`src/rtl/clk_div_pkg.sv`:
```
// Shared constants and helpers for the clock-enable divider bank.
// Divisor D gives a tick period of D+1 cycles and a div_clk period of 2*(D+1).
package clk_div_pkg;

  localparam int unsigned SYS_CLK_HZ  = 50_000_000;
  localparam int unsigned DIV_REFRESH = 4999;
  localparam int unsigned DIV_BUTTON  = 24_999_999;

  // Divisor whose div_clk output runs at f Hz (tick rate is 2*f)
  function automatic int unsigned div_for_hz(input int unsigned f);
    return SYS_CLK_HZ / (2 * f) - 1;
  endfunction

endpackage

```
`src/rtl/clk_div_channel.sv`:
```
// One divider channel: wrap counter, active/shadow divisor with pending flag,
// and registered tick strobe and div_clk level.
module clk_div_channel #(
  parameter int               CNT_W   = 26,
  parameter logic [CNT_W-1:0] DIV_RST = '0
) (
  input  logic             clk,
  input  logic             rst,
  input  logic             en,
  input  logic             sync,
  input  logic             wr,
  input  logic [CNT_W-1:0] wr_div,
  output logic             tick,
  output logic             div_clk,
  output logic             pending
);

  logic [CNT_W-1:0] cnt_q, cnt_d;
  logic [CNT_W-1:0] div_q, div_d;
  logic [CNT_W-1:0] shadow_q, shadow_d;
  logic             pending_q, pending_d;
  logic             tick_q, tick_d;
  logic             div_clk_q, div_clk_d;
  logic             wrap;

  // >= rather than == so a smaller divisor applied while disabled still wraps
  assign wrap = (cnt_q >= div_q);

  always_comb begin
    cnt_d     = cnt_q;
    div_d     = div_q;
    shadow_d  = shadow_q;
    pending_d = pending_q;
    tick_d    = 1'b0;
    div_clk_d = div_clk_q;
    if (sync) begin
      cnt_d     = '0;
      div_clk_d = 1'b0;
      pending_d = 1'b0;
      if (wr) begin
        div_d    = wr_div;
        shadow_d = wr_div;
      end else if (pending_q) begin
        div_d = shadow_q;
      end
    end else begin
      if (en) begin
        if (wrap) begin
          cnt_d     = '0;
          tick_d    = 1'b1;
          div_clk_d = ~div_clk_q;
          if (pending_q) begin
            div_d     = shadow_q;
            pending_d = 1'b0;
          end
        end else begin
          cnt_d = cnt_q + 1'b1;
        end
      end else if (pending_q) begin
        div_d     = shadow_q;
        pending_d = 1'b0;
      end
      // A write in a wrap cycle lands in the shadow and waits for the next wrap
      if (wr) begin
        shadow_d  = wr_div;
        pending_d = 1'b1;
      end
    end
  end

  always_ff @(posedge clk or posedge rst) begin
    if (rst) begin
      cnt_q     <= '0;
      div_q     <= DIV_RST;
      shadow_q  <= DIV_RST;
      pending_q <= 1'b0;
      tick_q    <= 1'b0;
      div_clk_q <= 1'b0;
    end else begin
      cnt_q     <= cnt_d;
      div_q     <= div_d;
      shadow_q  <= shadow_d;
      pending_q <= pending_d;
      tick_q    <= tick_d;
      div_clk_q <= div_clk_d;
    end
  end

  assign tick    = tick_q;
  assign div_clk = div_clk_q;
  assign pending = pending_q;

endmodule

```
`src/rtl/clk_div_bank.sv`:
```
// Multi-channel clock-enable generator: NUM_CH independent dividers sharing a
// single divisor write port and a global phase-sync.
module clk_div_bank
  import clk_div_pkg::*;
#(
  parameter int                      NUM_CH   = 2,
  parameter int                      CNT_W    = 26,
  parameter logic [NUM_CH*CNT_W-1:0] DIV_INIT = {26'(DIV_BUTTON), 26'(DIV_REFRESH)}
) (
  input  logic                                          clk,
  input  logic                                          rst,
  input  logic [NUM_CH-1:0]                             en,
  input  logic                                          sync,
  input  logic                                          cfg_valid,
  output logic                                          cfg_ready,
  input  logic [((NUM_CH > 1) ? $clog2(NUM_CH) : 1)-1:0] cfg_ch,
  input  logic [CNT_W-1:0]                              cfg_div,
  output logic [NUM_CH-1:0]                             tick,
  output logic [NUM_CH-1:0]                             div_clk
);

  localparam int CH_W = (NUM_CH > 1) ? $clog2(NUM_CH) : 1;

  logic [NUM_CH-1:0] pending;
  logic [NUM_CH-1:0] wr;
  logic              accept;

  // Out-of-range channel numbers match nothing, so they are accepted and dropped
  always_comb begin
    cfg_ready = 1'b1;
    for (int i = 0; i < NUM_CH; i++) begin
      if (cfg_ch == CH_W'(i)) begin
        cfg_ready = ~pending[i];
      end
    end
  end

  assign accept = cfg_valid && cfg_ready;

  always_comb begin
    wr = '0;
    for (int i = 0; i < NUM_CH; i++) begin
      wr[i] = accept && (cfg_ch == CH_W'(i));
    end
  end

  for (genvar g = 0; g < NUM_CH; g++) begin : g_ch
    clk_div_channel #(
      .CNT_W   (CNT_W),
      .DIV_RST (DIV_INIT[g*CNT_W +: CNT_W])
    ) u_ch (
      .clk     (clk),
      .rst     (rst),
      .en      (en[g]),
      .sync    (sync),
      .wr      (wr[g]),
      .wr_div  (cfg_div),
      .tick    (tick[g]),
      .div_clk (div_clk[g]),
      .pending (pending[g])
    );
  end

endmodule

```
`config.mk`:
```
export PLATFORM = sky130hd
export DESIGN_NAME = clk_div_bank
export DESIGN_NICKNAME = d
export VERILOG_FILES = /design/src/rtl/clk_div_pkg.sv /design/src/rtl/clk_div_channel.sv /design/src/rtl/clk_div_bank.sv
export SDC_FILE = /design/constraint.sdc
export NUM_CORES = 1
export LEC_CHECK = 0
export BUFFER_PORTS_ARGS = -buffer_cell sky130_fd_sc_hd__buf_2
export CORE_ASPECT_RATIO = 0.6
export CORE_MARGIN = 3
export CORE_UTILIZATION = 64
export CTS_BUF_LIST = sky130_fd_sc_hd__clkbuf_8
export DETAILED_ROUTE_END_ITERATION = 8
export GPL_TIMING_DRIVEN = 0
export PLACE_DENSITY_LB_ADDON = 0.1
export SYNTH_ARGS = -nofsm -noshare
export SYNTH_HDL_FRONTEND = slang
export SYNTH_HIERARCHICAL = 1
export SYNTH_SLANG_ARGS = --single-unit
```
`constraint.sdc`:
```
create_clock -name clk -period 2.8 [get_ports clk]
set_input_delay 0.42 -clock clk [delete_from_list [all_inputs] [get_ports clk]]
set_output_delay 0.42 -clock clk [all_outputs]
set_load 0.01 [all_outputs]
```
=== Word level (Yosys, flattened, before mapping) ===
Cells that the tools add are included.

* $add $sub $neg: 2
* $lt $le $gt $ge: 2
* Eq/ne operators: 4
* Mux-type cells: 37
* Bitwise logic cells: 5
* Reductions and logical operators: 9

{| class="wikitable"
|+ Operators by type and width
! operator !! number
|-
| $mux W26 || 16
|-
| $add A26 B1 Y26 const B || 2
|-
| $ge A26 B26 Y1 || 2
|-
| $mux W1 || 21
|-
| $ne A4 B1 Y1 const B || 2
|-
| $reduce_bool A2 Y1 || 4
|-
| $ne A3 B1 Y1 const B || 2
|-
| $not A1 Y1 || 5
|-
| $reduce_and A2 Y1 || 2
|-
| $logic_and A1 B1 Y1 || 3
|}

* Register bits after elaboration: 162
* Input bits: 33
* Output and inout bits: 5
* Word-level logic and storage cells: 71

=== Logic depth before layout (Yosys ltp) ===
Gate-level depths: netlist (run 1).

* Depth after elaboration: 6
* Mapped depth: 11
* Depth with buffers taken out: 9

=== Cells and area by module ===
The synthesis (run 1) kept the hierarchy.

{| class="wikitable"
|+ By module, submodules not included
! module !! instances !! cells each !! area each (sq um) !! sequential area each (sq um)
|-
| clk_div_channel at g_ch[1].u_ch || 1 || 429 || 4423.0 || 2069.5
|-
| clk_div_channel at g_ch[0].u_ch || 1 || 429 || 4398.0 || 2044.5
|-
| clk_div_bank || 1 || 3 || 26.3 || 0.0
|}

=== Worst setup path after synthesis (run 1) ===
No wires, ideal clock.

* Kind: register to register
* Start: reg g_ch[1].u_ch.div_q[19]
* End: reg g_ch[1].u_ch.cnt_q[23]
* Setup time: 0.069 ns
* Arrival: 2.461 ns
* Data required time: 2.731 ns
* Setup slack: 0.270 ns
* Stages on the path, launching flop included: 10
* Path buffers: 0
* Period minus slack after synthesis: 2.530 ns
* Path through: dfstp_2 > inv_1 > ha_1 > and3_1 > a221o_1 > o211ai_2 > and3_4 > nand3_4 > or4_1 > nand3_1

* Longest elaborated chain between the ends: 4

{| class="wikitable"
|+ RTL lines
! item !! line !! RTL
|-
| from (decl) || clk_div_channel.sv:19 || <nowiki>logic [CNT_W-1:0] div_q, div_d;</nowiki>
|-
| from (signal assigned) || clk_div_channel.sv:81 || <nowiki>div_q <= div_d;</nowiki>
|-
| $ge A26 B26 Y1 || clk_div_channel.sv:27 || <nowiki>assign wrap = (cnt_q >= div_q);</nowiki>
|-
| $mux W26 || clk_div_channel.sv:48 || <nowiki>if (wrap) begin</nowiki>
|-
| $mux W26 || clk_div_channel.sv:47 || <nowiki>if (en) begin</nowiki>
|-
| $mux W26 || clk_div_channel.sv:36 || <nowiki>if (sync) begin</nowiki>
|-
| to (signal assigned) || clk_div_channel.sv:80 || <nowiki>cnt_q <= cnt_d;</nowiki>
|-
| to (decl) || clk_div_channel.sv:18 || <nowiki>logic [CNT_W-1:0] cnt_q, cnt_d;</nowiki>
|}

No other way between the ends. The select of a mux whose other input is x is not followed.
A chain may end at the register's enable or synchronous reset.

=== Final worst setup path (run 1) ===
* Start: reg g_ch[1].u_ch.div_q[20]
* End: reg g_ch[1].u_ch.cnt_q[23]

The elaborated chain is that of the path after synthesis.

==> impl_metrics.toml, run 1 <==
[run_status]
status = "complete, no violations"

[final_layout]
area_growth_pct = 13.4
fillers = 813
finalNetCount = 1027
drive_above_1_share_pct = 26.4

[detailed_routing]
dr.pass1.iters = 5
num_vias = 7364
wirelength_microns = 22400
post_drt_wl_per_cell_microns = 19.9
drt-initial-drc-count = 684
avgViaCountPerCell = 6.55
drtAntennaViolNets = 0
drcViolationCount = 0

[min_path]
hold_path_class = "input port to flop"

[global_route]
grt_busiest_layer = "met1"
grt_max_degree = 70
grt_overflow = 0
grt_pass1_wl_microns = 36300
grt_use_met2_pct = 41.2
grt_pass1_vias = 7072
grt_usage_pct = 29.5
antenna_found_initial = 2
met3_usage_pct = 6.90
use_met1_pct = 47.3

[critical_path]
cp.arrival_ns = 3.13
crit_slowest_cell = "dfstp_2"
endpoint_kind = "flop"
crit_family = "simple AND/OR/NAND/NOR gates"
startpoint_type = "flop"
critPathMaxFanout = 8
cpMostUsedCell = "and3_4"
crit_buf_inv = 1
max_stage_delay_ns = 0.55
worstPathRequired_ns = 3.17
worstSetupPathType = "flop to flop"
cp_cell_sequence = "inv_1 -> ha_1 -> and3_4 -> a221o_1 -> o211ai_2 -> and3_4 -> nand3_4 -> or4_1 -> nand3_1"

[logic_synthesis]
async_reset_ff_share_pct = 100
yosysSeqAreaShare_pct = 46.5
syn_area_per_cell_sq_um = 10.3
yosysMostFrequentCell = "dfrtp_1"
ys_types = 50
synth_edf_count = 0
synth_flop_cell = "dfrtp_1"
syn_nets = 948
netlist.top_cell.by_area = "dfrtp_1"
synth.area.top_cells = "dfrtp_1, dfstp_2, ha_1"
syn_area_sq_mm = 0.00885
synth_cells = 861
synth.cells.most_frequent = "dfrtp_1, nand3_1, nand2_1, inv_1, ha_1"
synth_top_area_share_pct = 32.2
synth_seq_cells = 162
yosysWarnings = 6

[floorplanning]
die-height_microns = 97.1
die_w_microns = 158
dieArea_sq_mm = 0.0153
io_pins = 38
core_sq_mm = 0.0132
start_util_pct = 67.2
num_rows = 32

[clocking]
clk_pin_slew_ns = 0.09
clock-sinks = 162
worstSkewPairLatency_ns = 0.44
root_buffer = "clkbuf_8"
cts_buffer_depth = 2
cts.htree.levels = 4
cts_buffers = 17
cts_tree = "done"

[pwr]
power_density_mw_per_mm2 = 579
power_switching_share_pct = 29.7
ir_drop_uv = 419
power.total_mw = 5.81
internal_power_mw = 4.09
p_leak_nw = 4.68
switchingPower_mw = 1.72
clockPowerShare_pct = 29.6
power_frac_comb_pct = 18.8
seq_power_share_pct = 51.6

[sta]
final-max-slew-violation-count = 0
timing.fmax_mhz = 362
fin_ws_ns = 0.0408
setup_viol = 0
tns_ns = 0
final.period_utilization_pct = 98.5
timing.final.crit_period_ns = 2.76
hold_viol_final = 0
skew_ns = 0.0219
relSlewSlack_pct = 42.6
whs_ns = 0.262
worstMarginPinSlew_ns = 0.858

[placed_design]
post-dp-hpwl_microns = 16100
post-place-ws_ns = -0.108
io_buffers = 36
place_congestion = 0.914

[job]
drv_cap = 0
==> kinds of logic after synthesis <==
group / share of synthesized area [%]
AO/OA/AOI/OAI: 15.4
XOR/XNOR: 0.198
adder cells (fa/ha/maj): 7.64
buffers and inverters: 4.55
flip-flops: 46.5
multiplexers: 6.73
AND/OR/NAND/NOR: 19.0
==> worst reg2reg max path, delay by kind of cell (launching register included) <==
kind,cells,cell delay [ns]
simple gates,5,1.23
buf+inv,1,0.04
compound gates,2,0.57
flops,1,0.55
fa+ha+maj,1,0.32
==> power by group through the flow <==
stage,sequential [mW],clock [mW],combinational (mW)
6_report,3.00,1.72,1.09
5_1_grt,3.03,1.86,1.20
4_1_cts,2.99,1.75,1.04
3_5_place_dp,3.02,0,1.02
3_3_place_gp,3.01,0,0.921
2_1_floorplan,2.96,0,0.753
==> final timing paths <==
check | end | cells past startpoint | slack, ns | start
worst max-delay path | g_ch[1].u_ch/cnt_q[23] | 9 | 0.04 | g_ch[1].u_ch/div_q[20]
min in group asynchronous | g_ch[0].u_ch/div_q[4] | 3 | 0.45 | rst
worst max register to register | g_ch[1].u_ch/cnt_q[23] | 9 | 0.04 | g_ch[1].u_ch/div_q[20]
worst min register to register | g_ch[1].u_ch/div_q[21] | 1 | 0.51 | g_ch[1].u_ch/div_q[21]
max in group asynchronous | g_ch[1].u_ch/shadow_q[21] | 4 | 1.63 | rst
worst min-delay path | g_ch[1].u_ch/shadow_q[5] | 2 | 0.26 | cfg_div[5]
==> layout make-up <==
type / instances / area (sq um) / share of cell area [%]
clock buffers: 18 / 248 / 2.47
plain buffers: 36 / 208 / 2.07
inverters: 66 / 253 / 2.52
diodes: 1 / 2.50 / 0.0250
repair buffers: 60 / 420 / 4.19
clock inverters: 14 / 145 / 1.45
well taps: 170 / 213 / 2.12
multi-input cells: 597 / 4420 / 44.1
flip-flops and latches: 162 / 4120 / 41.0
==> flip-flops by register name, indices dropped and copies added, names as in the netlist <==
signal,cells
g_ch.u_ch/shadow_q,52
g_ch.u_ch/div_q,52
g_ch.u_ch/pending,2
g_ch.u_ch/tick,2
g_ch.u_ch/div_clk,2
g_ch.u_ch/cnt_q,52
==> placed cells by master, fill, tap and decap left out, types with 43 or more instances in the layout <==
cell type / n
a2bb2oi_1: 49
nand2_1: 72
dfrtp_1: 112
dfstp_2: 48
ha_1: 53
inv_1: 64
o22ai_1: 52
mux2_2: 52
buf_2: 43
nand3_1: 80
==> metal layers <==
| metal | vias up | wire, microns | share of wire (%) |
|---|---|---|---|
| li1 | 3357 | - | - |
| met3 | 18 | 1930 | 8.6 |
| met4 | 2 | 129 | 0.58 |
| met5 | - | 13 | 0.058 |
| met1 | 3657 | 10600 | 48 |
| met2 | 330 | 9650 | 43 |
==> per-stage QoR <==
step | instance area [sq um] | std cells | utilization, %
floorplan | 8850 | 861 | -
detailed placement | 9300 | 1069 | 70.6
global placement | 9240 | 1067 | 70.1
finish | 10000 | 1124 | 76.1
CTS | 9780 | 1108 | 74.3
global route | 10000 | 1124 | 76.1
==> what timing repair did <==
| item | in CTS | in global routing |
|---|---|---|
| hold buffers | 1 | 0 |
| resized for setup | 11 | 34 |
| setup buffers | 6 | 14 |
| endpoints found under the hold margin | 23 | 0 |
| cloned | 0 | 1 |
| pin swaps | 6 | 6 |
| setup endpoints to repair | 62 | 77 |
Note: power is estimated with default switching activity, not from simulation.
==> run 2: changes to the inputs <==
--- a/config.mk
+++ b/config.mk
@@ -6,12 +6,14 @@
 export NUM_CORES = 1
 export LEC_CHECK = 0
 export BUFFER_PORTS_ARGS = -buffer_cell sky130_fd_sc_hd__buf_2
+export CELL_PAD_IN_SITES_DETAIL_PLACEMENT = 1
+export CELL_PAD_IN_SITES_GLOBAL_PLACEMENT = 1
 export CORE_ASPECT_RATIO = 0.6
 export CORE_MARGIN = 3
-export CORE_UTILIZATION = 64
+export CORE_UTILIZATION = 51
 export CTS_BUF_LIST = sky130_fd_sc_hd__clkbuf_8
 export DETAILED_ROUTE_END_ITERATION = 8
-export GPL_TIMING_DRIVEN = 0
+export GPL_TIMING_DRIVEN = 1
 export PLACE_DENSITY_LB_ADDON = 0.1
 export SYNTH_ARGS = -nofsm -noshare
 export SYNTH_HDL_FRONTEND = slang
==> impl_metrics.toml, run 2 (synthesis gave the netlist of run 1 again) <==
[run_status]
status = "complete, but fails checks"
violations = "negative setup slack"

[floorplanning]
dieArea_sq_mm = 0.0190
start_util_pct = 53.2
die-height_microns = 108
die_w_microns = 176
num_rows = 36
io_pins = 38
core_sq_mm = 0.0166

[pwr]
switchingPower_mw = 1.76
power_density_mw_per_mm2 = 599
p_leak_nw = 4.77
internal_power_mw = 4.39
power.total_mw = 6.14
clockPowerShare_pct = 32.3
ir_drop_uv = 468
power_switching_share_pct = 28.6
power_frac_comb_pct = 18.7
seq_power_share_pct = 49.0

[critical_path]
startpoint_type = "flop"
crit_buf_inv = 3
cp_cell_sequence = "inv_1 -> ha_1 -> a211oi_2 -> nor2_1 -> o41ai_2 -> buf_4 -> nand3_4 -> buf_6 -> or3_1 -> nand3_1"
r2r_end = "g_ch[0].u_ch/cnt_q[14]"
worstSetupPathType = "flop to flop"
critPathMaxFanout = 13
crit_family = "simple AND/OR/NAND/NOR gates"
endpoint_kind = "flop"
rrSetupSlack_ns = -0.01
cp.arrival_ns = 3.21
r2r-start = "g_ch[0].u_ch/div_q[7]"
max_stage_delay_ns = 0.54
worstPathRequired_ns = 3.20
crit_slowest_cell = "dfstp_2"
worstRegToRegCells = 10

[detailed_routing]
avgViaCountPerCell = 6.35
drcViolationCount = 0
wirelength_microns = 27300
num_vias = 7488
dr.pass1.iters = 7
post_drt_wl_per_cell_microns = 23.2
drtAntennaViolNets = 0
drt-initial-drc-count = 561

[min_path]
hold_path_class = "input port to async pin"

[global_route]
grt_overflow = 0
grt_max_degree = 82
grt_pass1_vias = 7844
grt_pass1_wl_microns = 43100
antenna_found_initial = 1
grt_usage_pct = 28.8

[clocking]
worstSkewPairLatency_ns = 0.47
clk_pin_slew_ns = 0.09
cts.htree.levels = 4
cts_tree = "done"
root_buffer = "clkbuf_8"
cts_hold_buf = 0
cts_buffer_depth = 2
clock-sinks = 162
cts_buffers = 17

[final_layout]
final_cell_mix = "dfrtp_1, nand3_1, nand2_1, inv_1"
fillers = 1787
layout_commonest_cell = "dfrtp_1"
finalNetCount = 1024
utilization_pct = 61.7
reg_top3 = "g_ch.u_ch/cnt_q (52), g_ch.u_ch/div_q (52), g_ch.u_ch/shadow_q (52)"
area_growth_pct = 15.9
final_area_sq_mm = 0.0103
drive_above_1_share_pct = 28.3

[placed_design]
io_buffers = 37
post-place-ws_ns = -0.0850
place_congestion = 0.874
post-dp-hpwl_microns = 18700
post_dp_cell_area_sq_mm = 0.00954

[sta]
relSlewSlack_pct = 52.3
skew_ns = 0.0185
fin_ws_ns = -0.0103
final.period_utilization_pct = 100
timing.final.crit_period_ns = 2.81
hold_viol_final = 0
final-max-slew-violation-count = 0
setup_viol = 1
timing.fmax_mhz = 356
tns_ns = -0.0103
worstMarginPinSlew_ns = 0.715

[job]
drv_cap = 0
-- run 2: changes by cell type in the layout (fill, tap and decap cells not counted), moves of 3 or more --
| cell | previous run | this run |
|---|---|---|
| clkbuf_1 | 18 | 0 |
| buf_6 | 6 | 3 |
| inv_6 | 4 | 0 |
| bufinv_16 | 1 | 4 |
| buf_12 | 0 | 6 |
| buf_2 | 43 | 37 |
| buf_4 | 22 | 46 |
| clkinv_2 | 1 | 4 |
| inv_8 | 3 | 0 |
-- run 2: power by group through the flow --
stage | registers, mW | clock network [mW] | logic [mW]
2_1_floorplan | 2.96 | 0 | 0.753
3_3_place_gp | 3.01 | 0 | 0.949
3_5_place_dp | 3.03 | 0 | 1.05
4_1_cts | 3.00 | 2.03 | 1.08
5_1_grt | 3.05 | 2.13 | 1.25
6_report | 3.01 | 1.98 | 1.15
-- run 2: worst max-delay path by stage --
stage | startpoint | end | cells after the start
6_report | g_ch[0].u_ch/div_q[7] | g_ch[0].u_ch/cnt_q[14] | 10
5_1_grt | g_ch[0].u_ch/div_q[7] | g_ch[0].u_ch/cnt_q[14] | 10
4_1_cts | g_ch[1].u_ch/div_q[19] | g_ch[1].u_ch/cnt_q[5] | 10
3_5_place_dp | g_ch[1].u_ch/div_q[0] | g_ch[1].u_ch/cnt_q[5] | 9
3_3_place_gp | g_ch[1].u_ch/div_q[0] | g_ch[1].u_ch/cnt_q[4] | 9
2_1_floorplan | g_ch[1].u_ch/div_q[19] | g_ch[1].u_ch/cnt_q[23] | 9
-- run 2: stage by stage --
step           hold slack [ns]  cells
2_1_floorplan            0.470    861
3_3_place_gp             0.485   1132
3_5_place_dp             0.492   1132
4_1_cts                 0.0498   1168
5_1_grt                 0.0639   1179
6_report                0.0267   1179
-- run 2: worst reg2reg max path, cell delays in order (launching register included) --
cell and delay, ns:
dfstp_2 0.54, inv_1 0.05, ha_1 0.32, a211oi_2 0.26, nor2_1 0.13, o41ai_2 0.46, buf_4 0.20, nand3_4 0.12
buf_6 0.19, or3_1 0.37, nand3_1 0.11
-- run 2: layer usage --
| metal | track usage, % | routed length (microns) | vias to the layer above |
|---|---|---|---|
| li1 | - | - | 3346 |
| met1 | 41.0 | 12700 | 3869 |
| met2 | 47.0 | 12800 | 246 |
| met3 | 4.00 | 1500 | 27 |
| met4 | 7.28 | 317 | 0 |
| met5 | 0 | 0 | - |
-- run 2: what timing repair did --
| item | in CTS | in global routing |
|---|---|---|
| pin swaps | 2 | 10 |
| endpoints found under the setup margin | 36 | 92 |
| gates cloned | 0 | 1 |
| buffers inserted | 4 | 9 |
| gates resized for setup | 2 | 23 |
-- run 2: layout make-up --
class                      instances  area (sq um)  share of cell area, %
antenna                            1          2.50                 0.0244
clock buffer                      20           275                   2.68
clock inverter                    12           180                   1.76
inverter                          66           250                   2.44
multi-input combinational        597          4440                   43.3
sequential                       162          4110                   40.1
tap                              228           285                   2.78
timing repair buffer              93           709                   6.92
==> run 3: changes to the inputs <==
--- a/config.mk
+++ b/config.mk
@@ -5,12 +5,13 @@
 export SDC_FILE = /design/constraint.sdc
 export NUM_CORES = 1
 export LEC_CHECK = 0
+export ABC_AREA = 1
 export BUFFER_PORTS_ARGS = -buffer_cell sky130_fd_sc_hd__buf_2
 export CELL_PAD_IN_SITES_DETAIL_PLACEMENT = 1
 export CELL_PAD_IN_SITES_GLOBAL_PLACEMENT = 1
 export CORE_ASPECT_RATIO = 0.6
 export CORE_MARGIN = 3
-export CORE_UTILIZATION = 51
+export CORE_UTILIZATION = 49
 export CTS_BUF_LIST = sky130_fd_sc_hd__clkbuf_8
 export DETAILED_ROUTE_END_ITERATION = 8
 export GPL_TIMING_DRIVEN = 1
==> impl_metrics.toml, run 3 <==
[clocking]
clock-sinks = 162
cts_tree = "done"
root_buffer = "clkbuf_8"
cts_resized = 0
cts_buffers = 17
cts_buffer_depth = 2
postCtsSetupBuffers = 0
cts_hold_buf = 1
worstSkewPairLatency_ns = 0.47
cts.htree.levels = 4
clk_pin_slew_ns = 0.09

[critical_path]
crit_family = "simple AND/OR/NAND/NOR gates"
critPathMaxFanout = 37
cp_cell_sequence = "inv_1 -> ha_1 -> nand2_1 -> nor2_1 -> nand2_1 -> nor2_1 -> a21oi_2 -> nand4_4 -> buf_12 -> nand2_1 -> o21ai_2"
max_stage_delay_ns = 0.53
r2r-start = "g_ch[1].u_ch/div_q[5]"
worstPathRequired_ns = 3.20
cp.arrival_ns = 2.83
startpoint_type = "flop"
rrSetupSlack_ns = 0.36
crit_slowest_cell = "dfstp_2"
crit_buf_inv = 2
worst-path-stages = 11
r2r_end = "g_ch[1].u_ch/div_q[5]"
worstSetupEndpoint = "g_ch[1].u_ch/div_q[5]"
critPathLaunch = "g_ch[1].u_ch/div_q[5]"
worstSetupPathType = "flop to flop"
endpoint_kind = "flop"
worstRegToRegCells = 11
cpMostUsedCell = "nand2_1"

[final_layout]
utilization_pct = 55.1
ff_latch_area_sq_mm = 0.00411
reg_top3 = "g_ch.u_ch/cnt_q (52), g_ch.u_ch/div_q (52), g_ch.u_ch/shadow_q (52)"
drive_above_1_share_pct = 21.9
multiInputGateArea_sq_mm = 0.00539
final_cells = 1610
finalNetCount = 1411
area_growth_pct = 8.59
final_area_sq_mm = 0.0112
final_cell_mix = "nand2_1, inv_1, dfrtp_1, nor2_1, a21oi_1"
fillers = 2522
antenna_cells = 0
layout_commonest_cell = "nand2_1"

[global_route]
grt_overflow = 0
grt_pass1_vias = 9050
grt_max_degree = 49
antenna_found_initial = 0
grt_usage_pct = 26.5
grt_pass1_wl_microns = 49000

[detailed_routing]
wirelength_microns = 29300
drt-initial-drc-count = 400
drcViolationCount = 0
avgViaCountPerCell = 5.42
drtAntennaViolNets = 0
dr.pass1.iters = 5
post_drt_wl_per_cell_microns = 18.2
num_vias = 8724

[logic_synthesis]
ys_types = 34
syn_nets = 1382
syn_area_per_cell_sq_um = 7.98
synth_top_area_share_pct = 27.6
synth_seq_cells = 162
synth_flop_cell = "dfrtp_1"
async_reset_ff_share_pct = 100
yosysMostFrequentCell = "nand2_1"
synth_cells = 1295
synth.cells.most_frequent = "nand2_1, inv_1, dfrtp_1, nor2_1, a21oi_1"
synth_edf_count = 0
synth.area.top_cells = "dfrtp_1, nand2_1, dfstp_2"
yosysSeqAreaShare_pct = 39.8
yosysWarnings = 6
syn_area_sq_mm = 0.0103
netlist.top_cell.by_area = "dfrtp_1"

[floorplanning]
die_w_microns = 193
start_util_pct = 50.7
core_sq_mm = 0.0204
dieArea_sq_mm = 0.0229
io_pins = 38
num_rows = 40
die-height_microns = 118

[sta]
whs_ns = 0.190
setup_viol = 0
hold_viol_final = 0
worstMarginPinSlew_ns = 0.702
relSlewSlack_pct = 53.1
fin_ws_ns = 0.362
timing.fmax_mhz = 410
final-max-slew-violation-count = 0
timing.final.crit_period_ns = 2.44
final.period_utilization_pct = 87.1
tns_ns = 0
grt_setup_unrepaired = "false"
skew_ns = 0.0113

[pwr]
ir_drop_uv = 332
power_density_mw_per_mm2 = 567
p_leak_nw = 5.42
power.total_mw = 6.36

[min_path]
hold_path_class = "input port to flop"

[placed_design]
io_buffers = 37
post-dp-hpwl_microns = 21800
post_dp_cell_area_sq_mm = 0.0108
place_congestion = 0.874
dp.cells = 1577
post-place-ws_ns = 0.441

[job]
drv_cap = 0

[run_status]
status = "complete, no violations"
run 3: worst reg2reg max path: cells and delay by family (launching register included):
| kind | cells | cell delay, ns |
|---|---|---|
| simple gates | 6 | 0.99 |
| flops | 1 | 0.53 |
| compound gates | 2 | 0.21 |
| buf+inv | 2 | 0.35 |
| fa+ha+maj | 1 | 0.30 |
run 3: routing by layer:
layer,vias to the layer above,track usage (%),share of wire [%]
met1,4347,40.2,51
met2,143,40.0,43
met3,23,4.67,4.8
met4,0,5.10,0.88
met5,-,0,0
li1,4211,-,-
run 3: power breakdown:
group | switching (mW) | internal, mW
logic | 1.07 | 0.556
clock network | 0.902 | 0.919
registers | 0.175 | 2.74
total | 2.14 | 4.22
run 3: cells by family (layout without fill, tap and decap cells):
| family | count (synthesis) | after routing | share of synthesized area (%) |
|---|---|---|---|
| xor gates and xnor gates | 36 | 36 | 3.05 |
| and+or+nand+nor | 643 | 643 | 27.7 |
| DFF | 162 | 162 | 39.8 |
| buffers and inverters | 190 | 232 | 8.04 |
| AOI/OAI and AO/OA | 210 | 210 | 14.8 |
| adders and majority gates | 54 | 54 | 6.54 |
run 3: cell type report:
| cell class | count | area share [%] |
|---|---|---|
| clock inverter | 9 | 0.792 |
| clock buffer | 23 | 2.82 |
| tap | 273 | 3.04 |
| timing repair buffer | 58 | 3.86 |
| sequential | 162 | 36.7 |
| multi-input combinational | 943 | 48.0 |
| inverter | 142 | 4.77 |
run 3: how the worst min path moves through the flow:
stage                                      to                      start  cells past startpoint  slack [ns]
floorplan           g_ch[0].u_ch/shadow_q[24]  g_ch[0].u_ch/shadow_q[24]                      2        0.44
global placement     g_ch[1].u_ch/shadow_q[5]   g_ch[1].u_ch/shadow_q[5]                      2        0.45
detailed placement   g_ch[1].u_ch/shadow_q[2]   g_ch[1].u_ch/shadow_q[2]                      2        0.46
CTS                  g_ch[1].u_ch/shadow_q[0]                 cfg_div[0]                      3        0.16
global route         g_ch[1].u_ch/shadow_q[0]                 cfg_div[0]                      3        0.17
finish               g_ch[0].u_ch/shadow_q[0]                 cfg_div[0]                      3        0.19
